[config.mk]
export PLATFORM = sky130hd
export DESIGN_NAME = mem_arbiter
export DESIGN_NICKNAME = d
export VERILOG_FILES = /design/src/rtl/cache_def.sv /design/src/rtl/mem_arbiter.sv
export SDC_FILE = /design/constraint.sdc
export NUM_CORES = 1
export LEC_CHECK = 0
export CORE_AREA = 2 2 365 367
export DETAILED_ROUTE_END_ITERATION = 12
export DIE_AREA = 0 0 367 369
export GPL_TIMING_DRIVEN = 1
export PLACE_DENSITY = 0.35
export SLEW_MARGIN = 20
export SYNTH_ARGS = -nofsm -noshare
export SYNTH_HDL_FRONTEND = slang
export SYNTH_SLANG_ARGS = --single-unit
[constraint.sdc]
create_clock -name clk_i -period 3.4 [get_ports clk_i]
set_input_delay 1.02 -clock clk_i [delete_from_list [all_inputs] [get_ports clk_i]]
set_output_delay 1.02 -clock clk_i [all_outputs]
set_load 0.02 [all_outputs]
[src/rtl/cache_def.sv]
// Shared cache/memory interface types and the memory arbiter state encoding.
package cache_def;

    typedef struct packed {
        logic [31:0]  addr;
        logic [127:0] data;
        logic         rw;
        logic         valid;
    } mem_req_type;

    typedef struct packed {
        logic [127:0] data;
        logic         ready;
    } mem_data_type;

    typedef enum logic [1:0] {
        ARB_IDLE,
        ARB_I,
        ARB_D,
        ARB_DONE
    } arb_state_type;

    localparam logic [1:0] GRANT_NONE = 2'b00;
    localparam logic [1:0] GRANT_I    = 2'b01;
    localparam logic [1:0] GRANT_D    = 2'b10;

endpackage

[src/rtl/mem_arbiter.sv]
// Shares the main-memory port between I-cache and D-cache; one owner per
// transaction, response routed only to the owner, saturating per-port counters.
module mem_arbiter
    import cache_def::*;
#(
    parameter bit D_PRIORITY = 1'b1,
    parameter int CNT_W      = 32
) (
    input  logic             clk_i,
    input  logic             rst_ni,
    input  mem_req_type      i_req_i,
    output mem_data_type     i_data_o,
    input  mem_req_type      d_req_i,
    output mem_data_type     d_data_o,
    output mem_req_type      mem_req_o,
    input  mem_data_type     mem_data_i,
    output logic [1:0]       grant_o,
    output logic             busy_o,
    output logic [CNT_W-1:0] no_i_txn_o,
    output logic [CNT_W-1:0] no_d_txn_o
);

    arb_state_type    state_q, state_d;
    logic             last_d_q, last_d_d;
    mem_req_type      req_q, req_d;
    logic             inc_i, inc_d;
    logic             pick_d;
    logic [CNT_W-1:0] cnt_i_q, cnt_d_q;

    always_comb begin
        state_d        = state_q;
        last_d_d       = last_d_q;
        req_d          = req_q;
        inc_i          = 1'b0;
        inc_d          = 1'b0;
        pick_d         = 1'b0;
        i_data_o.data  = mem_data_i.data;
        i_data_o.ready = 1'b0;
        d_data_o.data  = mem_data_i.data;
        d_data_o.ready = 1'b0;

        case (state_q)
            ARB_IDLE: begin
                // On a tie, D wins in priority mode, otherwise the port not served last.
                pick_d = d_req_i.valid && (!i_req_i.valid || D_PRIORITY || !last_d_q);
                if (pick_d) begin
                    state_d  = ARB_D;
                    last_d_d = 1'b1;
                    req_d    = '{addr: d_req_i.addr, data: d_req_i.data, rw: d_req_i.rw, valid: 1'b1};
                end else if (i_req_i.valid) begin
                    state_d  = ARB_I;
                    last_d_d = 1'b0;
                    req_d    = '{addr: i_req_i.addr, data: i_req_i.data, rw: i_req_i.rw, valid: 1'b1};
                end
            end
            ARB_I: begin
                if (mem_data_i.ready) begin
                    i_data_o.ready = 1'b1;
                    inc_i          = 1'b1;
                    req_d.valid    = 1'b0;
                    state_d        = ARB_DONE;
                end
            end
            ARB_D: begin
                if (mem_data_i.ready) begin
                    d_data_o.ready = 1'b1;
                    inc_d          = 1'b1;
                    req_d.valid    = 1'b0;
                    state_d        = ARB_DONE;
                end
            end
            ARB_DONE: state_d = ARB_IDLE;
            default:  state_d = ARB_IDLE;
        endcase
    end

    always_ff @(posedge clk_i or negedge rst_ni) begin
        if (!rst_ni) begin
            state_q  <= ARB_IDLE;
            last_d_q <= 1'b0;
            req_q    <= '0;
        end else begin
            state_q  <= state_d;
            last_d_q <= last_d_d;
            req_q    <= req_d;
        end
    end

    always_ff @(posedge clk_i or negedge rst_ni) begin
        if (!rst_ni) begin
            cnt_i_q <= '0;
        end else if (inc_i && (cnt_i_q != '1)) begin
            cnt_i_q <= cnt_i_q + CNT_W'(1);
        end
    end

    always_ff @(posedge clk_i or negedge rst_ni) begin
        if (!rst_ni) begin
            cnt_d_q <= '0;
        end else if (inc_d && (cnt_d_q != '1)) begin
            cnt_d_q <= cnt_d_q + CNT_W'(1);
        end
    end

    assign mem_req_o  = req_q;
    assign grant_o    = {state_q == ARB_D, state_q == ARB_I};
    assign busy_o     = (state_q != ARB_IDLE);
    assign no_i_txn_o = cnt_i_q;
    assign no_d_txn_o = cnt_d_q;

endmodule
Word level (Yosys, flattened, before mapping)
Cells that the tools add are included.
Widths: inputs -> output; s select.
{"block": "word_totals", "elab_cells": 37, "inputBits": 455, "reg_bits": 228}
{"block": "classes", "add_sub_neg": 2, "mux": 11, "n_reduce_logical": 10, "eq_ne": 7}
{"cell": "$mux 162", "count": 2}
{"cell": "$add 32x1->32 const B", "count": 2}
{"cell": "$ne 32x32->1 const B", "count": 2}
{"cell": "$mux 2", "count": 3}
{"cell": "$pmux 2 s3", "count": 1}
{"cell": "$reduce_bool 2->1", "count": 3}
{"cell": "$eq 2x2->1 const B", "count": 2}
{"cell": "$mux 1", "count": 4}
{"cell": "$reduce_and 2->1", "count": 2}
{"cell": "$ne 3x3->1 const B", "count": 1}
{"cell": "$reduce_and 3->1", "count": 1}
{"cell": "$eq 2x1->1 const B", "count": 1}
{"cell": "$logic_and 1x1->1", "count": 2}
{"cell": "$logic_not 2->1", "count": 1}
{"cell": "$ne 2x1->1 const B", "count": 1}
{"cell": "$pmux 1 s2", "count": 1}
{"cell": "$reduce_or 2->1", "count": 1}

Depth between registers and ports, before layout
Gate-level depths: netlist (run 1).
{"block": "logic_depth", "depth_word": 4, "depth_mapped": 8}

Worst setup path after synthesis (run 1)
OpenSTA, ideal clock, no wires.
{"block": "synth_path", "kind": "input-to-reg", "from": "in d_req_i[0] (netlist name)", "to": "reg req_q, in the netlist mem_req_o[10]", "path_slack_ns": 0.915, "path_buffers": 4, "cell_stages": 7, "t_arrival_ns": 2.403, "path_cell_list": "clkbuf_1 -> o21ai_1 -> clkbuf_1 -> clkbuf_1 -> clkbuf_1 -> nand2_1 -> o21ai_0"}
{"block": "synth_via", "elab_chain_cells": 2, "elab_cells_between_ends": 3, "classes_between": "mux: 1; reduce/logical: 2"}
{"item": "start, declared", "line": "mem_arbiter.sv:13", "source": "input mem_req_type d_req_i,"}
{"item": "$reduce_bool 2->1 (no source line)"}
{"item": "$reduce_and 2->1 (no source line)"}
{"item": "end signal, assigned", "line": "mem_arbiter.sv:85", "source": "req_q <= req_d;"}
{"item": "end, declared", "line": "mem_arbiter.sv:25", "source": "mem_req_type req_q, req_d;"}
Parallel ways exist; a longest one is shown, timed or not.
A chain may end at the register's enable or synchronous reset.

==> results of run 1 <==
-- per-stage QoR --
stage                     area [um^2]  cells  hold slack, ns  total power [mW]
after floorplan                 12400   1257           0.521              7.33
after global placement          18500   3300           0.466              10.5
after CTS                       19500   3352           0.430              14.1
final                           19500   3352           0.400              13.6
after detailed placement        18500   3300           0.469              10.5
after global routing            19500   3352           0.434              14.6
-- cells in the mapped netlist --
cell type | instances | share of area, %
buf_4 | 258 | 16
dfrtp_1 | 228 | 46
nand2_1 | 178 | 5.4
mux2i_1 | 162 | 13
o21ai_0 | 162 | 6.5
clkbuf_1 | 53 | 1.6
xnor2_1 | 48 | 3.4
nand3_1 | 36 | 1.4
nand4_1 | 23 | 1.2
nor2_1 | 15 | 0.45
inv_1 | 13 | 0.39
xor2_1 | 12 | 0.85
and3_1 | 10 | 0.50
nor3_1 | 10 | 0.40
ha_1 | 6 | 0.60
buf_2 | 5 | 0.20
and4_1 | 4 | 0.28
nand4b_1 | 3 | 0.21
nor4_1 | 3 | 0.15
a21oi_1 | 2 | 0.081
a31oi_1 | 2 | 0.10
o211ai_1 | 2 | 0.12
or2_2 | 2 | 0.10
a2111oi_2 | 1 | 0.12
a22oi_1 | 1 | 0.060
a2bb2oi_1 | 1 | 0.070
and2_1 | 1 | 0.050
and2_4 | 1 | 0.070
buf_1 | 1 | 0.030
mux2_2 | 1 | 0.091
mux2_4 | 1 | 0.12
nand2b_1 | 1 | 0.050
nand4_2 | 1 | 0.10
nor3b_1 | 1 | 0.060
nor4_4 | 1 | 0.17
nor4b_1 | 1 | 0.070
o21a_1 | 1 | 0.060
o21ai_1 | 1 | 0.040
o21bai_1 | 1 | 0.060
o32a_1 | 1 | 0.081
or2b_1 | 1 | 0.060
or3_1 | 1 | 0.050
or4b_1 | 1 | 0.081
-- worst paths after layout --
path                       cells past startpoint             end  slack, ns
max                                            4     i_data_o[0]       0.09
max reg2reg                                    6   no_d_txn_o[1]       0.89
min in group clk_i                             2  mem_req_o[141]       0.47
max in group asynchronous                      2    mem_req_o[4]       2.20
min                                            1  no_d_txn_o[29]       0.40
min reg2reg                                    2  mem_req_o[141]       0.47
-- kinds of logic (layout without fill, tap and decap cells) --
group	count (synthesis)	count (layout)	share of synthesized area, %
buffers and inverters	330	670	17.8
muxes	164	164	13.3
adders and majority gates	6	6	0.604
AOI/OAI and AO/OA	175	175	7.32
xor gates and xnor gates	60	60	4.23
and+or+nand+nor	294	294	10.9
DFF	228	228	45.9
-- layout make-up --
class	count	area, um^2	share of cell area [%]
timing repair buffer	605	6030	30.9
sequential	228	5710	29.2
multi-input combinational	699	4520	23.2
tap	1755	2200	11.2
clock buffer	44	925	4.73
clock inverter	8	108	0.551
inverter	13	48.8	0.250
-- power breakdown --
part           switching [mW]  total (mW)  leakage, nW  internal [mW]
Sequential              0.642        4.35         2.91           3.71
Clock                    1.33        3.34        0.511           2.02
Combinational            3.24        5.91         4.51           2.68
-- metal layers --
metal  track usage, %  vias to the layer above  share of wire [%]
met4             2.81                        4                3.2
met2             12.6                      508                 47
met1             8.60                     4582                 39
met5             1.03                        -               0.36
met3             3.77                      101                 11
li1                 -                     4642                  -
-- state kept, by name, summed over array words and instances (netlist names) --
| register | flops |
|---|---|
| state_q | 2 |
| mem_req_o | 162 |
| no_d_txn_o | 32 |
| no_i_txn_o | 32 |
-- worst max-delay path, stage by stage --
cell and delay [ns]:
clkdlybuf4s50_1 0.52, nand2_1 0.09, inv_1 0.06, clkdlybuf4s50_1 0.60
-- layout by cell type, fill, tap and decap left out, types with 4 or more instances in the layout --
master	instances
o21ai_0	162
nand3_1	36
nand4_1	23
inv_1	13
nand2_1	178
nor2_1	15
clkinv_2	4
and4_1	4
mux2i_1	162
clkbuf_16	31
xor2_1	12
xnor2_1	48
ha_1	6
buf_4	41
clkbuf_8	10
clkdlybuf4s50_1	554
dfrtp_1	228
and3_1	10
nor3_1	10
buf_12	7
==> results by group, run 1 <==
Status
  • Outcome: completed

Timing
  • Setup_tns: 0 ns
  • RSZ-0062 raised after global routing: false
  • Post-Route Skew: 0.0126 ns
  • Max-slew headroom: 42.7%
  • Worst-Margin Slew: 0.852 ns
  • Final hold vios: 0
  • Final min period: 3.31 ns
  • Final setup viols: 0
  • Post-route worst setup slack: 0.0914 ns
  • Max-slew violation total from the final report: 0
  • Max frequency: 302 MHz
  • Tcrit/Tclk final: 97.3%

Floorplan
  • Core Region: 131000 um^2
  • Num ports: 942
  • Core Rows: 133
  • Starting Density: 9.48%
  • Die W: 367 um
  • Die area: 135000 um^2
  • Die Y-Extent: 369 um

Synth
  • Count of cell types in the netlist: 43
  • Seq/Total Area, Yosys: 45.9%
  • Synthesized Nets: 1718
  • Ys Warns: 0
  • Post-Synthesis Cells: 1257
  • Synthesized area per cell: 9.89 um^2
  • FF+latch count, synth: 228
  • Synthesized cell area: 12400 um^2

Layout
  • Number of diodes: 0
  • Nets: 2039
  • Fillers: 14900
  • Area Overhead vs Synth: 57.2%
  • Utilization after layout: 14.9%
  • Layout cells sized above 1: 6.83%

Clock tree
  • Clk_lat worst skew: 0.61 ns
  • Root buffer cell: clkbuf_16
  • Worst-case clock buffer depth: 3
  • CTS Buf Count: 31
  • Clk sink count: 228
  • Post-CTS Setup Repair Bufs: 0
  • Post-CTS sizing: 1
  • Hold buffer count at cts: 0
  • TritonCTS clock tree: done
  • H-tree Lvls: 1
  • Clock-pin slew of the registers on the worst-case setup and hold paths: 0.06 ns

Detailed routing
  • DR pass1 iterations: 4
  • DRC viols: 0
  • Post-DR vias/cell: 2.93
  • DRT antenna net count: 0
  • Iteration-0 DRC Markers: 296
  • Post-DR wirelength/cell: 16.1 um
  • Vias: 9837
  • Final WL: 53900 um

GRT
  • Largest net degree at the start of global routing: 93
  • GR Util All Layers: 7.73%
  • GRT overflow: 0
  • Vias in the first global route: 10700
  • Initial antenna violation count: 1
  • First-pass GRT wire length: 77400 um

Pwr
  • Static Leak: 7.94 nW
  • Power Dens Cells: 696 nW/um^2
  • Max IR drop VDD: 368 uV

Critical path
  • CP endpoint kind: primary output
  • CP Launch Point: mem_data_i[0]
  • Worst path required time: 2.38 ns
  • Setup crit start kind: input pin
  • CP max FO: 3
  • Critical Path AT: 2.29 ns
  • Critical setup path kind: input pin to primary output
  • Worst reg2reg path startpoint: no_d_txn_o[0]

Placement
  • IO Port Bufs: 557
  • Final GP Congestion: 0.796
  • Pre-CTS setup slack: -0.0250 ns
  • Dpl hpwl: 44200 um

Run
  • Maxcap violations: 0

Hold path
  • Min-delay worst type: input pin to asynchronous set/reset pin
No activity file was read; power rests on OpenSTA's default activity.
==> run 2, diff against run 1 <==
--- a/config.mk
+++ b/config.mk
@@ -5,11 +5,11 @@
 export SDC_FILE = /design/constraint.sdc
 export NUM_CORES = 1
 export LEC_CHECK = 0
-export CORE_AREA = 2 2 365 367
+export CORE_AREA = 8 8 361 363
 export DETAILED_ROUTE_END_ITERATION = 12
-export DIE_AREA = 0 0 367 369
+export DIE_AREA = 0 0 369 371
 export GPL_TIMING_DRIVEN = 1
-export PLACE_DENSITY = 0.35
+export PLACE_DENSITY = 0.36
 export SLEW_MARGIN = 20
 export SYNTH_ARGS = -nofsm -noshare
 export SYNTH_HDL_FRONTEND = slang
==> run 2 against run 1 <==
Net effect: fmax rose by 3.8%; clock power decreased by 4%; die area rose by 1.1%; global-route usage increased by 0.38 points; critical path type unchanged; utilization up 0.61 points; sequential power fell by 0.9%; via count is 1.1% lower; cell area is 1.1% lower; critical endpoint is now d_data_o[0].
==> results by group, run 2 (synthesis results as in run 1) <==
Status
  • Outcome: completed

Timing
  • Tcrit/Tclk final: 93.8%
  • Max frequency: 314 MHz
  • RSZ-0062 raised after global routing: false
  • Worst-Margin Slew: 0.746 ns
  • Final hold vios: 0
  • Fin Hold WS: 0.423 ns
  • Max-slew violation total from the final report: 0
  • Max-slew headroom: 50.3%
  • Post-route worst setup slack: 0.212 ns
  • Final min period: 3.19 ns
  • Post-Route Skew: 0.0110 ns
  • Final setup viols: 0
  • Setup_tns: 0 ns

Floorplan
  • Starting Density: 9.97%
  • Die area: 137000 um^2
  • Num ports: 942
  • Core Rows: 130
  • Die W: 369 um
  • Die Y-Extent: 371 um
  • Core Region: 125000 um^2

Run
  • Maxcap violations: 0

Layout
  • Max FFs per register: 162
  • Layout cells sized above 1: 6.39%
  • Most frequent cells in the layout: clkdlybuf4s50_1, dfrtp_1, nand2_1
  • Nets: 2033
  • Non-Filler Instances: 3246
  • Commonest non-fill, non-tap cell in the layout: clkdlybuf4s50_1
  • Area Overhead vs Synth: 55.5%
  • Post-layout instance area: 19300 um^2

Clock tree
  • CTS Buf Count: 30
  • Clk sink count: 228
  • TritonCTS clock tree: done
  • H-tree Lvls: 1
  • Clock-pin slew of the registers on the worst-case setup and hold paths: 0.06 ns
  • Worst-case clock buffer depth: 3
  • Clk_lat worst skew: 0.59 ns
  • Root buffer cell: clkbuf_16

GRT
  • GRT overflow: 0
  • Vias in the first global route: 10900
  • First-pass GRT wire length: 81900 um
  • GR Util All Layers: 8.11%
  • Initial antenna violation count: 0
  • Largest net degree at the start of global routing: 116

Critical path
  • Worst path required time: 2.38 ns
  • Worst reg2reg path startpoint: no_d_txn_o[0]
  • CP endpoint kind: primary output
  • CP Launch Point: mem_data_i[0]
  • FF-to-FF setup slack: 0.93 ns
  • Reg2reg path depth: 7
  • Critical setup path kind: input pin to primary output
  • Worst setup path endpoint: d_data_o[0]
  • CP max FO: 5
  • Critical Path AT: 2.17 ns
  • Setup crit start kind: input pin
  • FF-to-FF End: no_d_txn_o[20]

Placement
  • Final GP Congestion: 0.867
  • Dpl hpwl: 48400 um
  • Pre-CTS setup slack: -0.0825 ns
  • IO Port Bufs: 557
  • Placed Cells incl. Taps: 3190
  • DP Area: 18300 um^2

Pwr
  • Power share of the clock group: 23.7%
  • Static Leak: 7.90 nW
  • Internal Dissipation: 8.26 mW
  • Reg power frac: 31.8%
  • Power Dens Cells: 702 nW/um^2
  • Psw: 5.30 mW
  • Max IR drop VDD: 338 uV
  • Logic pwr share: 44.5%
  • Switching part of the total: 39.1%

Detailed routing
  • Post-DR wirelength/cell: 18.0 um
  • Final WL: 58300 um
  • Post-DR vias/cell: 3.00
  • DRT antenna net count: 0
  • Vias: 9724
  • DRC viols: 0
  • Iteration-0 DRC Markers: 352
  • DR pass1 iterations: 6

Hold path
  • Min-delay worst type: input pin to asynchronous set/reset pin
-- run 2: through the flow --
step	utilization (%)	power (mW)
floorplan	-	7.33
global placement	14.7	10.6
detailed placement	14.7	10.7
CTS	15.5	14.1
global route	15.5	14.6
finish	15.5	13.6
-- run 2: layout make-up --
| type | count | area (um^2) |
|---|---|---|
| Antenna cell | 1 | 2.50 |
| Sequential cell | 228 | 5710 |
| Inverter | 13 | 48.8 |
| Fill cell | 14000 | 105000 |
| Tap cell | 1650 | 2060 |
| Timing Repair Buffer | 600 | 5990 |
| Clock buffer | 47 | 916 |
| Multi-Input combinational cell | 699 | 4520 |
| Clock inverter | 8 | 72.6 |
-- run 2: repair_timing --
item                       in CTS  in global routing
hold buffers                    0                  0
setup endpoints to repair       2                  0
gates resized for setup         2                  0
buffers inserted                0                  0
-- run 2: worst max-delay path, cell delays in order --
cell and delay, ns:
clkdlybuf4s50_1 0.58, nand2_1 0.14, inv_1 0.09, dlygate4sd2_1 0.34
-- run 2: worst min path at each step --
stage | from | slack (ns) | endpoint
final | rst_ni | 0.42 | no_i_txn_o[7]
after global routing | rst_ni | 0.42 | mem_req_o[157]
after CTS | rst_ni | 0.37 | mem_req_o[157]
after detailed placement | mem_req_o[39] | 0.47 | mem_req_o[39]
after global placement | mem_req_o[126] | 0.47 | mem_req_o[126]
after floorplan | state_q[1] | 0.52 | state_q[1]
-- run 2: power by group through the flow --
stage | clock network, mW | logic [mW] | registers (mW)
6_report | 3.21 | 6.04 | 4.31
5_1_grt | 3.50 | 6.63 | 4.47
4_1_cts | 3.43 | 6.32 | 4.34
3_5_place_dp | 0 | 6.32 | 4.38
3_3_place_gp | 0 | 6.31 | 4.34
2_1_floorplan | 0 | 1.89 | 5.44
-- run 2: layer usage --
| layer | vias to the layer above | wire [um] | share of wire, % | global-route usage, % |
|---|---|---|---|---|
| met5 | - | 127 | 0.22 | 0.676 |
| li1 | 4629 | - | - | - |
| met3 | 113 | 6370 | 11 | 3.73 |
| met4 | 2 | 1950 | 3.3 | 2.93 |
| met2 | 499 | 28000 | 48 | 13.7 |
| met1 | 4481 | 21800 | 37 | 8.87 |
==> run 3, diff against run 2 <==
--- a/config.mk
+++ b/config.mk
@@ -6,10 +6,11 @@
 export NUM_CORES = 1
 export LEC_CHECK = 0
 export CORE_AREA = 8 8 361 363
+export CTS_CLUSTER_SIZE = 16
 export DETAILED_ROUTE_END_ITERATION = 12
 export DIE_AREA = 0 0 369 371
 export GPL_TIMING_DRIVEN = 1
-export PLACE_DENSITY = 0.36
+export PLACE_DENSITY = 0.3
 export SLEW_MARGIN = 20
 export SYNTH_ARGS = -nofsm -noshare
 export SYNTH_HDL_FRONTEND = slang
==> run 3 against run 2 <==
Net effect: count of clock-buffer cells in the layout increased by 5; wire length decreased by 4.9%; fmax increased by 0.97%; critical endpoint is now i_data_o[0]; largest power group unchanged; utilization increased by 0.067 points.
==> results by group, run 3 (synthesis results as in run 1) <==
Pwr
  • Reg power frac: 31.1%
  • Max IR drop VDD: 373 uV
  • Total power: 13.7 mW
  • Power share of the clock group: 25.5%
  • Internal Dissipation: 8.53 mW
  • Logic pwr share: 43.4%
  • Psw: 5.21 mW
  • Switching part of the total: 37.9%
  • Static Leak: 7.93 nW
  • Power Dens Cells: 708 nW/um^2

Critical path
  • Worst path required time: 2.38 ns
  • Setup crit start kind: input pin
  • CP peak stage delay: 0.57 ns
  • CP endpoint kind: primary output
  • Critical Path AT: 2.14 ns
  • Worst reg2reg path startpoint: no_d_txn_o[0]
  • CP cell instances: clkdlybuf4s50_1 -> nand2_1 -> inv_1 -> dlygate4sd2_1
  • Slowest stage cell, crit path: clkdlybuf4s50_1
  • Critical setup path kind: input pin to primary output
  • Reg2reg path depth: 6
  • FF-to-FF End: no_d_txn_o[1]
  • FF-to-FF setup slack: 0.74 ns
  • CP max FO: 5

Layout
  • Fillers: 14000
  • Most frequent cells in the layout: clkdlybuf4s50_1, dfrtp_1, nand2_1
  • Layout cells sized above 1: 6.10%
  • Area Overhead vs Synth: 56.2%
  • Number of diodes: 0
  • Commonest non-fill, non-tap cell in the layout: clkdlybuf4s50_1
  • Nets: 2032
  • Max FFs per register: 162
  • Utilization after layout: 15.6%

GRT
  • Largest net degree at the start of global routing: 119
  • Initial antenna violation count: 1
  • GR Util All Layers: 7.81%
  • Vias in the first global route: 10600
  • GRT overflow: 0
  • First-pass GRT wire length: 78700 um

Floorplan
  • Core Region: 125000 um^2
  • Core Rows: 130
  • Die Y-Extent: 371 um
  • Die W: 369 um
  • Num ports: 942
  • Starting Density: 9.97%
  • Die area: 137000 um^2

Hold path
  • Min-delay worst type: input pin to asynchronous set/reset pin

Placement
  • Final GP Congestion: 0.753
  • Dpl hpwl: 45200 um
  • IO Port Bufs: 557

Clock tree
  • Clk sink count: 228
  • Post-CTS Setup Repair Bufs: 0
  • Worst-case clock buffer depth: 3
  • Root buffer cell: clkbuf_16
  • CTS Buf Count: 34
  • Hold buffer count at cts: 0
  • Clock-pin slew of the registers on the worst-case setup and hold paths: 0.05 ns
  • H-tree Lvls: 2
  • TritonCTS clock tree: done
  • Clk_lat worst skew: 0.54 ns

Timing
  • RSZ-0062 raised after global routing: false
  • Final min period: 3.16 ns
  • Post-Route Skew: 0.0146 ns
  • Tcrit/Tclk final: 92.8%
  • Max frequency: 317 MHz
  • Worst-Margin Slew: 0.878 ns
  • Final hold vios: 0
  • Final setup viols: 0
  • Setup_tns: 0 ns
  • Max-slew headroom: 40.9%
  • Max-slew violation total from the final report: 0

Detailed routing
  • DRC viols: 0
  • Post-DR wirelength/cell: 17.1 um
  • DRT antenna net count: 0
  • DR pass1 iterations: 4
  • Vias: 9607
  • Iteration-0 DRC Markers: 294
  • Post-DR vias/cell: 2.96
  • Final WL: 55400 um

Run
  • Maxcap violations: 0

Status
  • Outcome: completed
==> run 3: changes by cell type in the layout (fill, tap and decap cells not counted) <==
cell / before / now
clkinv_2: 5 / 3
diode_2: 1 / 0
buf_4: 36 / 29
clkbuf_1: 8 / 9
inv_6: 1 / 0
clkbuf_8: 8 / 6
buf_12: 7 / 9
clkinv_4: 1 / 0
clkbuf_16: 31 / 37
==> run 3: routing by layer <==
metal	wire length, um	track usage, %	up-vias	share of wire [%]
met5	0	0	-	0
met4	1980	3.18	0	3.6
met3	5100	3.34	138	9.2
met2	26700	13.1	415	48
met1	21600	8.70	4435	39
li1	-	-	4619	-
==> run 3: worst max path at each step <==
stage	cells past startpoint	slack, ns	endpoint	from
after floorplan	7	0.91	mem_req_o[10]	d_req_i[0]
after global placement	4	-0.05	d_data_o[0]	mem_data_i[0]
after detailed placement	4	-0.05	d_data_o[0]	mem_data_i[0]
after CTS	4	0.22	d_data_o[0]	mem_data_i[0]
after global routing	4	0.13	d_data_o[0]	mem_data_i[0]
final	4	0.24	i_data_o[0]	mem_data_i[0]
==> run 3: power groups by stage <==
stage	combinational, mW	sequential, mW	clock, mW
after floorplan	1.89	5.44	0
after CTS	6.20	4.29	3.74
after global routing	6.51	4.42	3.82
after global placement	6.22	4.29	0
final	5.97	4.27	3.51
after detailed placement	6.20	4.33	0
==> run 3: timing repair <==
item / CTS / global route
resized for setup: 2 / 0
endpoints found under the setup margin: 2 / 0
hold endpoints to repair: 0 / 0
==> run 3: cell type report <==
class | instances | area [um^2] | share of cell area (%)
multi-input combinational | 699 | 4520 | 23.3
sequential | 228 | 5710 | 29.4
timing repair buffer | 595 | 5980 | 30.8
tap | 1650 | 2060 | 10.6
clock inverter | 4 | 45.0 | 0.232
clock buffer | 52 | 1040 | 5.37
inverter | 13 | 48.8 | 0.251
==> run 3: metrics by stage <==
step / instance area, um^2 / setup slack (ns) / instances / hold WS [ns]
global placement: 18300 / -0.0523 / 3185 / 0.465
global route: 19400 / 0.134 / 3241 / 0.415
finish: 19400 / 0.243 / 3241 / 0.424
CTS: 19400 / 0.219 / 3241 / 0.392
floorplan: 12400 / 0.915 / 1257 / 0.521
detailed placement: 18300 / -0.0460 / 3185 / 0.469
==> run 3: worst max-delay path, delay by kind of cell <==
| kind | cells | cell delay (ns) |
|---|---|---|
| buf+inv | 3 | 0.97 |
| simple gates | 1 | 0.14 |
